File: src/rtl/serial_rx_pkg.sv
// Shared types and constants for the serial receive control FSM.
package serial_rx_pkg;

  localparam int DATA_W_DEF    = 8;
  localparam int MAX_SHIFT_DEF = 16;

  typedef enum logic [2:0] {
    IDLE,
    INIT,
    SHIFT,
    STOP,
    VALID,
    ERR
  } state_t;

  // Watchdog must be able to hold MAX_SHIFT itself, since it saturates there.
  function automatic int wd_width(input int max_shift);
    return $clog2(max_shift + 1);
  endfunction

endpackage

File: src/rtl/serial_rx_ctrl.sv
// Receive control FSM: start-bit detect, shift sequencing, stop-bit check,
// byte holding register with valid/ready handshake, and a missing-CO watchdog.
module serial_rx_ctrl
  import serial_rx_pkg::*;
#(
  parameter int DATA_W    = DATA_W_DEF,
  parameter int MAX_SHIFT = MAX_SHIFT_DEF  // must exceed DATA_W
) (
  input  logic              Clk,
  input  logic              Rst,
  input  logic              SerI,
  input  logic              CO,
  input  logic [DATA_W-1:0] Reg_Out,
  output logic              En_reg,
  output logic              Init_Reg,
  output logic              Init_Cnt,
  output logic              Inc_Cnt,
  output logic [DATA_W-1:0] Data_Out,
  output logic              Valid,
  input  logic              Ready,
  output logic              Frame_Err,
  output logic              Overrun,
  input  logic              Clr_Ovr,
  output logic              Busy
);

  localparam int WD_W = wd_width(MAX_SHIFT);

  state_t          state;
  state_t          state_d;
  logic [WD_W-1:0] wd;
  logic            wd_expired;
  logic            wd_saturated;

  assign wd_expired   = (wd == WD_W'(MAX_SHIFT - 1));
  assign wd_saturated = (wd == WD_W'(MAX_SHIFT));

  // NOTE: every variable assigned here gets a default first so no latch is inferred.
  always_comb begin
    state_d = state;
    case (state)
      IDLE:    if (!SerI) state_d = INIT;
      INIT:    state_d = SHIFT;
      SHIFT: begin
        if (CO)              state_d = STOP;
        else if (wd_expired) state_d = ERR;
      end
      STOP:    state_d = SerI ? VALID : ERR;
      VALID:   if (Ready) state_d = IDLE;
      ERR:     if (SerI) state_d = IDLE;
      default: state_d = IDLE;
    endcase
  end

  // NOTE: outputs are decoded from the next state and registered, so each one is
  // a glitch-free Moore output that is valid for exactly the cycles spent in that state.
  always_ff @(posedge Clk or posedge Rst) begin
    if (Rst) begin
      state     <= IDLE;
      wd        <= '0;
      Data_Out  <= '0;
      Init_Reg  <= 1'b0;
      Init_Cnt  <= 1'b0;
      En_reg    <= 1'b0;
      Inc_Cnt   <= 1'b0;
      Valid     <= 1'b0;
      Busy      <= 1'b0;
      Frame_Err <= 1'b0;
      Overrun   <= 1'b0;
    end else begin
      state     <= state_d;
      Init_Reg  <= (state_d == INIT);
      Init_Cnt  <= (state_d == INIT);
      En_reg    <= (state_d == SHIFT);
      Inc_Cnt   <= (state_d == SHIFT);
      Valid     <= (state_d == VALID);
      Busy      <= (state_d != IDLE);
      Frame_Err <= (state_d == ERR) && (state != ERR);

      if (state == INIT)
        wd <= '0;
      else if (state == SHIFT && !wd_saturated)
        wd <= wd + WD_W'(1);

      if (state == STOP && SerI)
        Data_Out <= Reg_Out;

      // A start bit arriving while the held byte is still unclaimed is lost.
      if (Clr_Ovr)
        Overrun <= 1'b0;
      else if (Valid && !Ready && !SerI)
        Overrun <= 1'b1;
    end
  end

endmodule

File: config.mk
export PLATFORM = sky130hd
export DESIGN_NAME = serial_rx_ctrl
export DESIGN_NICKNAME = d
export VERILOG_FILES = /design/src/rtl/serial_rx_pkg.sv /design/src/rtl/serial_rx_ctrl.sv
export SDC_FILE = /design/constraint.sdc
export NUM_CORES = 1
export LEC_CHECK = 0
export ABC_AREA = 0
export CORE_ASPECT_RATIO = 1.25
export CORE_MARGIN = 4
export CORE_UTILIZATION = 35
export DETAILED_ROUTE_END_ITERATION = 10
export SETUP_SLACK_MARGIN = 0.05
export SLEW_MARGIN = 15
export SYNTH_ARGS = -nofsm -noshare
export SYNTH_HDL_FRONTEND = slang
export SYNTH_SLANG_ARGS = --single-unit
File: constraint.sdc
create_clock -name Clk -period 4.8 [get_ports Clk]
set_input_delay 0.72 -clock Clk [delete_from_list [all_inputs] [get_ports Clk]]
set_output_delay 0.72 -clock Clk [all_outputs]
set_load 0.05 [all_outputs]
Word-level counts from Yosys, hierarchy flattened
Cells that the tools add are included.
{"block": "classes", "add_sub_neg": 1, "n_mul": 0, "div": 0, "magnitude_cmp": 0, "n_eq_ne": 12, "shifts": 0, "mux": 11, "bitwise": 0, "n_reduce_logical": 12}
{"cell": "$pmux W3 S6", "count": 1}
{"cell": "$mux W3", "count": 5}
{"cell": "$eq A3 B3 Y1 const B", "count": 4}
{"cell": "$mux W5", "count": 2}
{"cell": "$eq A3 B2 Y1 const B", "count": 3}
{"cell": "$eq A3 B1 Y1 const B", "count": 2}
{"cell": "$add A5 B1 Y5 const B", "count": 1}
{"cell": "$eq A5 B4 Y1 const B", "count": 1}
{"cell": "$eq A5 B5 Y1 const B", "count": 1}
{"cell": "$logic_and A1 B1 Y1", "count": 5}
{"cell": "$reduce_bool A2 Y1", "count": 2}
{"cell": "$logic_not A1 Y1", "count": 3}
{"cell": "$logic_not A3 Y1", "count": 1}
{"cell": "$mux W1", "count": 3}
{"cell": "$ne A3 B3 Y1 const B", "count": 1}
{"cell": "$reduce_bool A3 Y1", "count": 1}
{"block": "totals", "reg_bits": 22, "latchBits": 0, "ram_bits": 0, "mem_bits_ro": 0, "input_bits": 14, "out_inout_bits": 16, "elab_cells": 45, "memories": 0}

Logic depth before layout (Yosys ltp)
Gate-level depths: netlist of run 1.
{"block": "depth", "word_depth": 6, "ltp_mapped": 8, "ltp_nobuf": 8}

Worst setup path after synthesis of run 1
No wires, ideal clock.
{"block": "synth_path", "path_type": "register to output", "startpoint": "register Inc_Cnt", "endpoint": "output Inc_Cnt", "arrival_time_ns": 0.886, "slack_ns": 3.194, "path_stages_with_launch": 2, "n_path_buf": 1, "path_cell_list": "dfrtp_1 > buf_4"}
{"element": "from (decl)", "line_no": "serial_rx_ctrl.sv:17", "rtl": "output logic Inc_Cnt,"}
{"element": "from (signal assigned)", "line_no": "serial_rx_ctrl.sv:75", "rtl": "Inc_Cnt <= (state_d == SHIFT);"}
No word-level cell between the ends.

Final worst setup path of run 1
{"block": "layout_path", "startpoint": "register Data_Out[5]", "endpoint": "output Data_Out[5]"}
{"element": "from (decl)", "line_no": "serial_rx_ctrl.sv:18", "rtl": "output logic [DATA_W-1:0] Data_Out,"}
{"element": "from (signal assigned)", "line_no": "serial_rx_ctrl.sv:86", "rtl": "Data_Out <= Reg_Out;"}
No word-level cell between the ends.

==> results.yml, run 1 <==
logic_synthesis:
  synth_edf_count: 0
  synth-async-reset-ratio_pct: 100.0
  ys_types: 35
  ys_seq_area_share_pct: 51.95
  syn-num-nets: 114
  ys_warn_count: 0
  syn_inst: 97
  synth.avg_cell_area_um2: 10.93
  syn_area_um2: 1060
  synth_flop_cell: "dfrtp_1"
  ys_seq_elements: 22
route:
  drt_first_pass_iters: 4
  routed_wl_mm: 2.021
  vias: 810
  drt_iter0_markers: 16
  vias_per_cell: 5.031
  post-route-drc-count: 0
  ant_nets: 0
  routedWlPerCell_um: 12.55
min_path:
  whs_path_depth: 1
  whs_endpoint: "Data_Out[4]"
  holdCritPathClass: "reg2reg"
  hp-start: "Data_Out[4]"
critical_path:
  r2r_start: "wd[0]"
  r2r_cells: 7
  cp_data_required_time_ns: 4.08
  cp_slowest_cell: "clkdlybuf4s50_1"
  reg2reg_to: "Busy"
  crit_buf_inv: 1
  startpoint: "Data_Out[5]"
  critPathMaxFanout: 2
  cp-end-kind: "output pin"
  critPathTopFamily: "buffers and inverters"
  critPathKind: "reg2out"
  critical_path.max_stage_delay_ns: 0.81
  path_cells: "clkdlybuf4s50_1"
  r2r_setup_slack_ns: 3.02
  arrival_ns: 1.50
  critPathLaunchType: "flip-flop"
clock_network:
  cts_buffers: 3
  clk_latency_ns: 0.31
  cts.sinks: 22
  ctsHoldBuffers: 0
  clock_path_buffers: 2
  cts_root_buf: "clkbuf_4"
  path_clk_slew_ns: 0.13
  htreeDepth: 1
  cts_tree: "done"
  postCtsSetupBuffers: 0
  post_cts_resize_count: 0
timing:
  fmax_mhz: 451.2
  fin_setup_tns_ns: 0
  finalHoldViolCount: 0
  setup_viol: 0
  post-route-period-util_pct: 46.17
  worst_pin_slew_ns: 0.8229
  rsz0062_at_grt: "no"
  slew_violations: 0
  min_period_ns: 2.216
  finClkSkew_ns: 0.005733
  max_slew_margin_pct: 45.08
cells_and_area:
  fin_area_um2: 1389
  n_fill_cell: 295
  final_cell_mix: "clkdlybuf4s50_1 (29), dfrtp_1 (22), nand2_1 (9), mux2_2 (8)"
  final_common_cell: "clkdlybuf4s50_1"
  antenna_cells: 0
  syn_to_final_growth_pct: 31.05
  drive_gt1_share_pct: 16.00
  fin_cells: 161
  layout.nets: 143
die:
  design.core.area_um2: 2918
  dieArea_um2: 3978
  io_pins: 30
  die_y_um: 69.52
  die_x_um: 57.22
  start_util_pct: 36.32
  rows: 22
placement:
  dp_hpwl_mm: 1.500
  globalplace.congestion: 0.8159
  placedInstanceArea_um2: 1353
  dp_cells: 157
  port_buffers: 29
run_status:
  status: "finished, final reports clean"
power_and_ir_drop:
  swShare_pct: 47.19
  p_leak_nw: 0.6061
  p_total_mw: 0.9266
  sequentialPowerShare_pct: 34.2
  comb_power_share_pct: 54.6
  vdd_drop_max_uv: 379.4
  clkPwrFrac_pct: 11.1
  pwr_density_cell_nw_per_um2: 667.2
  cellInternalPower_mw: 0.4894
  switchingPower_mw: 0.4372
run:
  max_cap_violations: 0
global_routing:
  grt_max_degree: 23
  grt_pass1_vias: 859
  antenna_found_initial: 0
  grt_use_total_pct: 11.48
  grt_pass1_wl_mm: 3.684
  overflow: 0
-- worst register-to-register path, delay by kind of cell (launching register included) --
kind	cells	cell delay, ns
compound gates	1	0.18
fa+ha+maj	2	0.44
flops	1	0.45
simple gates	4	0.60
-- cells by family after synthesis --
kind of cell	count (synthesis)	share of synthesized area, %
AOI/OAI and AO/OA	12	7.793
adders and majority gates	3	3.542
buffers and inverters	13	6.847
DFF	22	51.95
muxes	9	9.445
and+or+nand+nor	38	20.43
-- through the flow --
step	setup slack [ns]	hold WS (ns)	utilization [%]
floorplan	3.194	0.4995	-
detailed placement	2.719	0.4999	46.36
global route	2.522	0.5473	47.60
global placement	2.701	0.4884	46.36
CTS	2.574	0.5314	47.60
finish	2.584	0.5261	47.60
-- area by class of cell --
cell class                      instances  area [µm²]  area share (%)
Inverter                                8       30.03           2.162
Multi-Input combinational cell         62       436.7           31.44
Clock buffer                            4       36.28           2.613
Timing Repair Buffer                   29       290.3           20.90
Tap cell                               36       45.04           3.243
Sequential cell                        22       550.5           39.64
-- synth_stat cells, types with 2 or more instances --
master / count / share of area (%)
a21oi_1: 2 / 0.94
and3_1: 2 / 1.2
buf_4: 2 / 1.4
buf_6: 2 / 2.1
dfrtp_1: 22 / 52
ha_1: 3 / 3.5
inv_1: 7 / 2.5
mux2_2: 8 / 8.5
nand2_1: 9 / 3.2
nand2b_1: 2 / 1.2
nand3_1: 4 / 1.9
nor2_1: 7 / 2.5
o21ai_0: 4 / 1.9
o311ai_0: 2 / 1.7
-- per-layer routing --
metal  global-route usage (%)  share of wire [%]
met1                    14.96                 45
met2                    18.42                 48
met3                    2.235                6.1
met4                    4.639               0.64
met5                        0                  0
-- power by group through the flow --
stage                     clock network [mW]  registers (mW)  logic, mW
after floorplan                            0           0.464      0.227
after global placement                     0           0.322      0.503
after detailed placement                   0           0.321      0.507
after CTS                              0.105           0.319      0.510
after global routing                   0.112           0.331      0.543
final                                  0.103           0.317      0.506
-- how the worst max path moves through the flow --
| stage | slack (ns) | to | cells past startpoint |
|---|---|---|---|
| 6_report | 2.58 | Data_Out[5] | 1 |
| 5_1_grt | 2.52 | Data_Out[5] | 1 |
| 4_1_cts | 2.57 | Data_Out[5] | 1 |
| 3_5_place_dp | 2.72 | Busy | 5 |
| 3_3_place_gp | 2.70 | Busy | 5 |
| 2_1_floorplan | 3.19 | Inc_Cnt | 1 |
-- flip-flops by register name (all words and copies together), names as in the netlist --
name	count
wd	5
Init_Cnt	1
Inc_Cnt	1
Busy	1
Overrun	1
Data_Out	8
state	3
Valid	1
Frame_Err	1
No activity file was read; power rests on OpenSTA's default activity.
==> run 2: changes to the inputs <==
clock period = 2.08 ns   (was 4.8 ns; I/O delays follow)
==> results.yml, run 2 (synthesized netlist as in run 1, its figures left out) <==
placement:
  dp_cells: 158
  globalplace.congestion: 0.8832
  port_buffers: 29
  dp_hpwl_mm: 1.616
power_and_ir_drop:
  p_leak_nw: 0.6178
  vdd_drop_max_uv: 863.6
  pwr_density_cell_nw_per_um2: 1578
critical_path:
  critPathKind: "reg2out"
  arrival_ns: 1.50
  critical_path.max_stage_delay_ns: 0.81
  path_cells: "clkdlybuf4s50_1"
  r2r_cells: 7
  cp-end-kind: "output pin"
  critPathTopFamily: "buffers and inverters"
  cp_slowest_cell: "clkdlybuf4s50_1"
  crit_buf_inv: 1
  r2r_start: "wd[0]"
  r2r_setup_slack_ns: 0.36
  cp_data_required_time_ns: 1.77
  critPathLaunchType: "flip-flop"
  reg2reg_to: "Busy"
  critPathMaxFanout: 2
route:
  routed_wl_mm: 2.111
  drt_first_pass_iters: 4
  vias_per_cell: 4.988
  ant_nets: 0
  drt_iter0_markers: 20
  post-route-drc-count: 0
  vias: 808
  routedWlPerCell_um: 13.03
timing:
  fmax_mhz: 550.4
  finClkSkew_ns: 0.01020
  slew_violations: 0
  max_slew_margin_pct: 65.99
  finalHoldViolCount: 0
  worst_pin_slew_ns: 0.5085
  fin_setup_tns_ns: 0
  post-route-period-util_pct: 87.35
  min_period_ns: 1.817
  rsz0062_at_grt: "no"
  setup_viol: 0
die:
  start_util_pct: 36.32
  design.core.area_um2: 2918
  rows: 22
  die_x_um: 57.22
  dieArea_um2: 3978
  io_pins: 30
  die_y_um: 69.52
clock_network:
  post_cts_resize_count: 0
  cts_buffers: 3
  postCtsSetupBuffers: 0
  clock_path_buffers: 2
  ctsHoldBuffers: 0
  cts.sinks: 22
  cts_root_buf: "clkbuf_4"
  path_clk_slew_ns: 0.13
  cts_tree: "done"
  htreeDepth: 1
  clk_latency_ns: 0.32
global_routing:
  antenna_found_initial: 0
  grt_max_degree: 23
  grt_pass1_vias: 875
  grt_pass1_wl_mm: 3.760
  overflow: 0
  grt_use_total_pct: 11.99
min_path:
  holdCritPathClass: "in2async"
cells_and_area:
  layout.nets: 144
  final_common_cell: "clkdlybuf4s50_1"
  seqCellArea_um2: 550.5
  fin_cells: 162
  syn_to_final_growth_pct: 33.29
  top_register: "Data_Out"
  multi_input_area_um2: 436.7
  n_fill_cell: 292
  top_regs: "Data_Out (8), wd (5), state (3)"
  final_cell_mix: "clkdlybuf4s50_1 (29), dfrtp_1 (22), nand2_1 (9), mux2_2 (8)"
  antenna_cells: 0
  largest_reg_flops: 8
  drive_gt1_share_pct: 16.67
run:
  max_cap_violations: 0
run_status:
  status: "finished, final reports clean"
==> run 2: per-layer routing <==
layer  global-route usage (%)  part of all wire, %  up-vias
met3                    2.980                  6.4        5
li1                         -                    -      387
met1                    13.61                   40      388
met2                    19.82                   51       28
met5                        0                    0        -
met4                    7.216                  2.3        0
==> run 2: final cells by class <==
| class | instances | area share (%) |
|---|---|---|
| well taps | 36 | 3.189 |
| inverters | 8 | 2.126 |
| clock buffers | 3 | 1.594 |
| flip-flops and latches | 22 | 38.97 |
| repair buffers | 30 | 21.08 |
| multi-input cells | 62 | 30.91 |
| clock inverters | 1 | 2.126 |
==> run 2: worst max path at each step <==
stage,slack [ns],startpoint,cells past startpoint,end
2_1_floorplan,0.48,wd[0],7,Busy
4_1_cts,0.24,Overrun,1,Overrun
5_1_grt,0.20,Overrun,1,Overrun
3_5_place_dp,0.35,wd[0],7,Busy
6_report,0.26,Data_Out[3],1,Data_Out[3]
3_3_place_gp,0.41,wd[0],7,Busy
==> run 2: power by group <==
part	switching (mW)	internal [mW]
Combinational	0.730	0.436
Sequential	0.149	0.587
Clock	0.132	0.195
Total	1.01	1.22
==> run 2: per-stage QoR <==
step	setup slack, ns	power [mW]	area, µm²	hold WS (ns)	utilization (%)
floorplan	0.4787	1.595	1060	0.3012	-
global placement	0.4101	1.906	1360	0.4825	46.61
detailed placement	0.3543	1.911	1360	0.4978	46.61
CTS	0.2365	2.253	1413	0.3124	48.41
global route	0.1979	2.367	1413	0.3384	48.41
finish	0.2631	2.229	1413	0.3119	48.41
==> run 3: changes to the inputs <==
CORE_MARGIN = default   (was 4)
==> results.yml, run 3 (synthesized netlist as in run 1, its figures left out) <==
clock_network:
  cts_root_buf: "clkbuf_4"
  clk_latency_ns: 0.30
  path_clk_slew_ns: 0.11
  cts.sinks: 22
  htreeDepth: 1
  postCtsSetupBuffers: 0
  post_cts_resize_count: 0
  cts_buffers: 3
  clock_path_buffers: 2
  ctsHoldBuffers: 0
  cts_tree: "done"
critical_path:
  cp-end-kind: "output pin"
  critPathTopFamily: "buffers and inverters"
  cp_data_required_time_ns: 1.77
  critPathLaunchType: "flip-flop"
  r2r_setup_slack_ns: 0.32
  path_cells: "clkdlybuf4s50_1"
  critical_path.max_stage_delay_ns: 0.81
  crit_buf_inv: 1
  critPathKind: "reg2out"
  cp_slowest_cell: "clkdlybuf4s50_1"
  critPathMaxFanout: 2
  arrival_ns: 1.49
cells_and_area:
  n_fill_cell: 301
  utilization_pct: 49.55
  layout.nets: 144
  final_common_cell: "clkdlybuf4s50_1"
  fin_area_um2: 1380
  fin_cells: 159
  drive_gt1_share_pct: 16.00
  top_register: "Data_Out"
  final_cell_mix: "clkdlybuf4s50_1 (29), dfrtp_1 (22), nand2_1 (9), mux2_2 (8)"
  syn_to_final_growth_pct: 30.22
  largest_reg_flops: 8
  antenna_cells: 0
  multi_input_area_um2: 436.7
  seqCellArea_um2: 550.5
  top_regs: "Data_Out (8), wd (5), state (3)"
route:
  drt_first_pass_iters: 4
  routedWlPerCell_um: 13.08
  drt_iter0_markers: 14
  vias_per_cell: 5.000
  ant_nets: 0
  routed_wl_mm: 2.079
  vias: 795
  post-route-drc-count: 0
timing:
  worst_slack_ns: 0.2801
  fmax_mhz: 555.6
  min_period_ns: 1.800
  max_slew_margin_pct: 65.66
  setup_viol: 0
  fin_hold_ws_ns: 0.3313
  worst_pin_slew_ns: 0.5135
  rsz0062_at_grt: "no"
  post-route-period-util_pct: 86.53
  fin_setup_tns_ns: 0
  finalHoldViolCount: 0
  slew_violations: 0
  finClkSkew_ns: 0.004024
die:
  rows: 21
  dieArea_um2: 3253
  design.core.area_um2: 2785
  start_util_pct: 38.05
  die_x_um: 51.22
  io_pins: 30
  die_y_um: 63.52
power_and_ir_drop:
  cellInternalPower_mw: 1.093
  clkPwrFrac_pct: 8.9
  pwr_density_cell_nw_per_um2: 1519
  comb_power_share_pct: 56.0
  p_leak_nw: 0.6037
  p_total_mw: 2.097
  vdd_drop_max_uv: 767.9
  switchingPower_mw: 1.004
  swShare_pct: 47.89
  sequentialPowerShare_pct: 35.1
global_routing:
  antenna_found_initial: 0
  grt_use_total_pct: 15.04
  grt_pass1_wl_mm: 3.663
  overflow: 0
  grt_pass1_vias: 867
  grt_max_degree: 23
placement:
  post-place-ws_ns: 0.3452
  dp_cells: 156
  port_buffers: 29
  placedInstanceArea_um2: 1358
  dp_hpwl_mm: 1.588
  globalplace.congestion: 0.8578
run:
  max_cap_violations: 0
run_status:
  status: "finished, final reports clean"
min_path:
  holdCritPathClass: "in2async"
run 3: cell count changes in the layout (fill, tap and decap cells not counted):
cell       change
bufinv_16      -1
run 3: final timing paths:
path                                     to  cells after the start        start
worst max-delay path                  Valid                      1        Valid
worst min register to register  Data_Out[0]                      1  Data_Out[0]
worst min-delay path                  wd[2]                      3          Rst
worst max register to register         Busy                      7        wd[0]
max in group asynchronous          Init_Cnt                      3          Rst
min in group Clk                Data_Out[0]                      1  Data_Out[0]
run 3: final cells by class:
type	instances	area share, %
well taps	34	3.083
clock buffers	3	1.632
repair buffers	30	21.58
flip-flops and latches	22	39.89
inverters	8	2.176
multi-input cells	62	31.64
run 3: per-layer routing:
metal	global-route usage [%]	vias up	part of all wire, %
li1	-	386	-
met4	7.770	0	1.0
met1	18.34	383	44
met5	0	-	0
met3	3.865	2	6.3
met2	24.01	24	49
run 3: power groups by stage:
stage | clock (mW) | combinational, mW | sequential (mW)
final | 0.186 | 1.18 | 0.735
after global routing | 0.212 | 1.25 | 0.764
after CTS | 0.197 | 1.19 | 0.738
after detailed placement | 0 | 1.18 | 0.749
after global placement | 0 | 1.17 | 0.738
after floorplan | 0 | 0.525 | 1.07
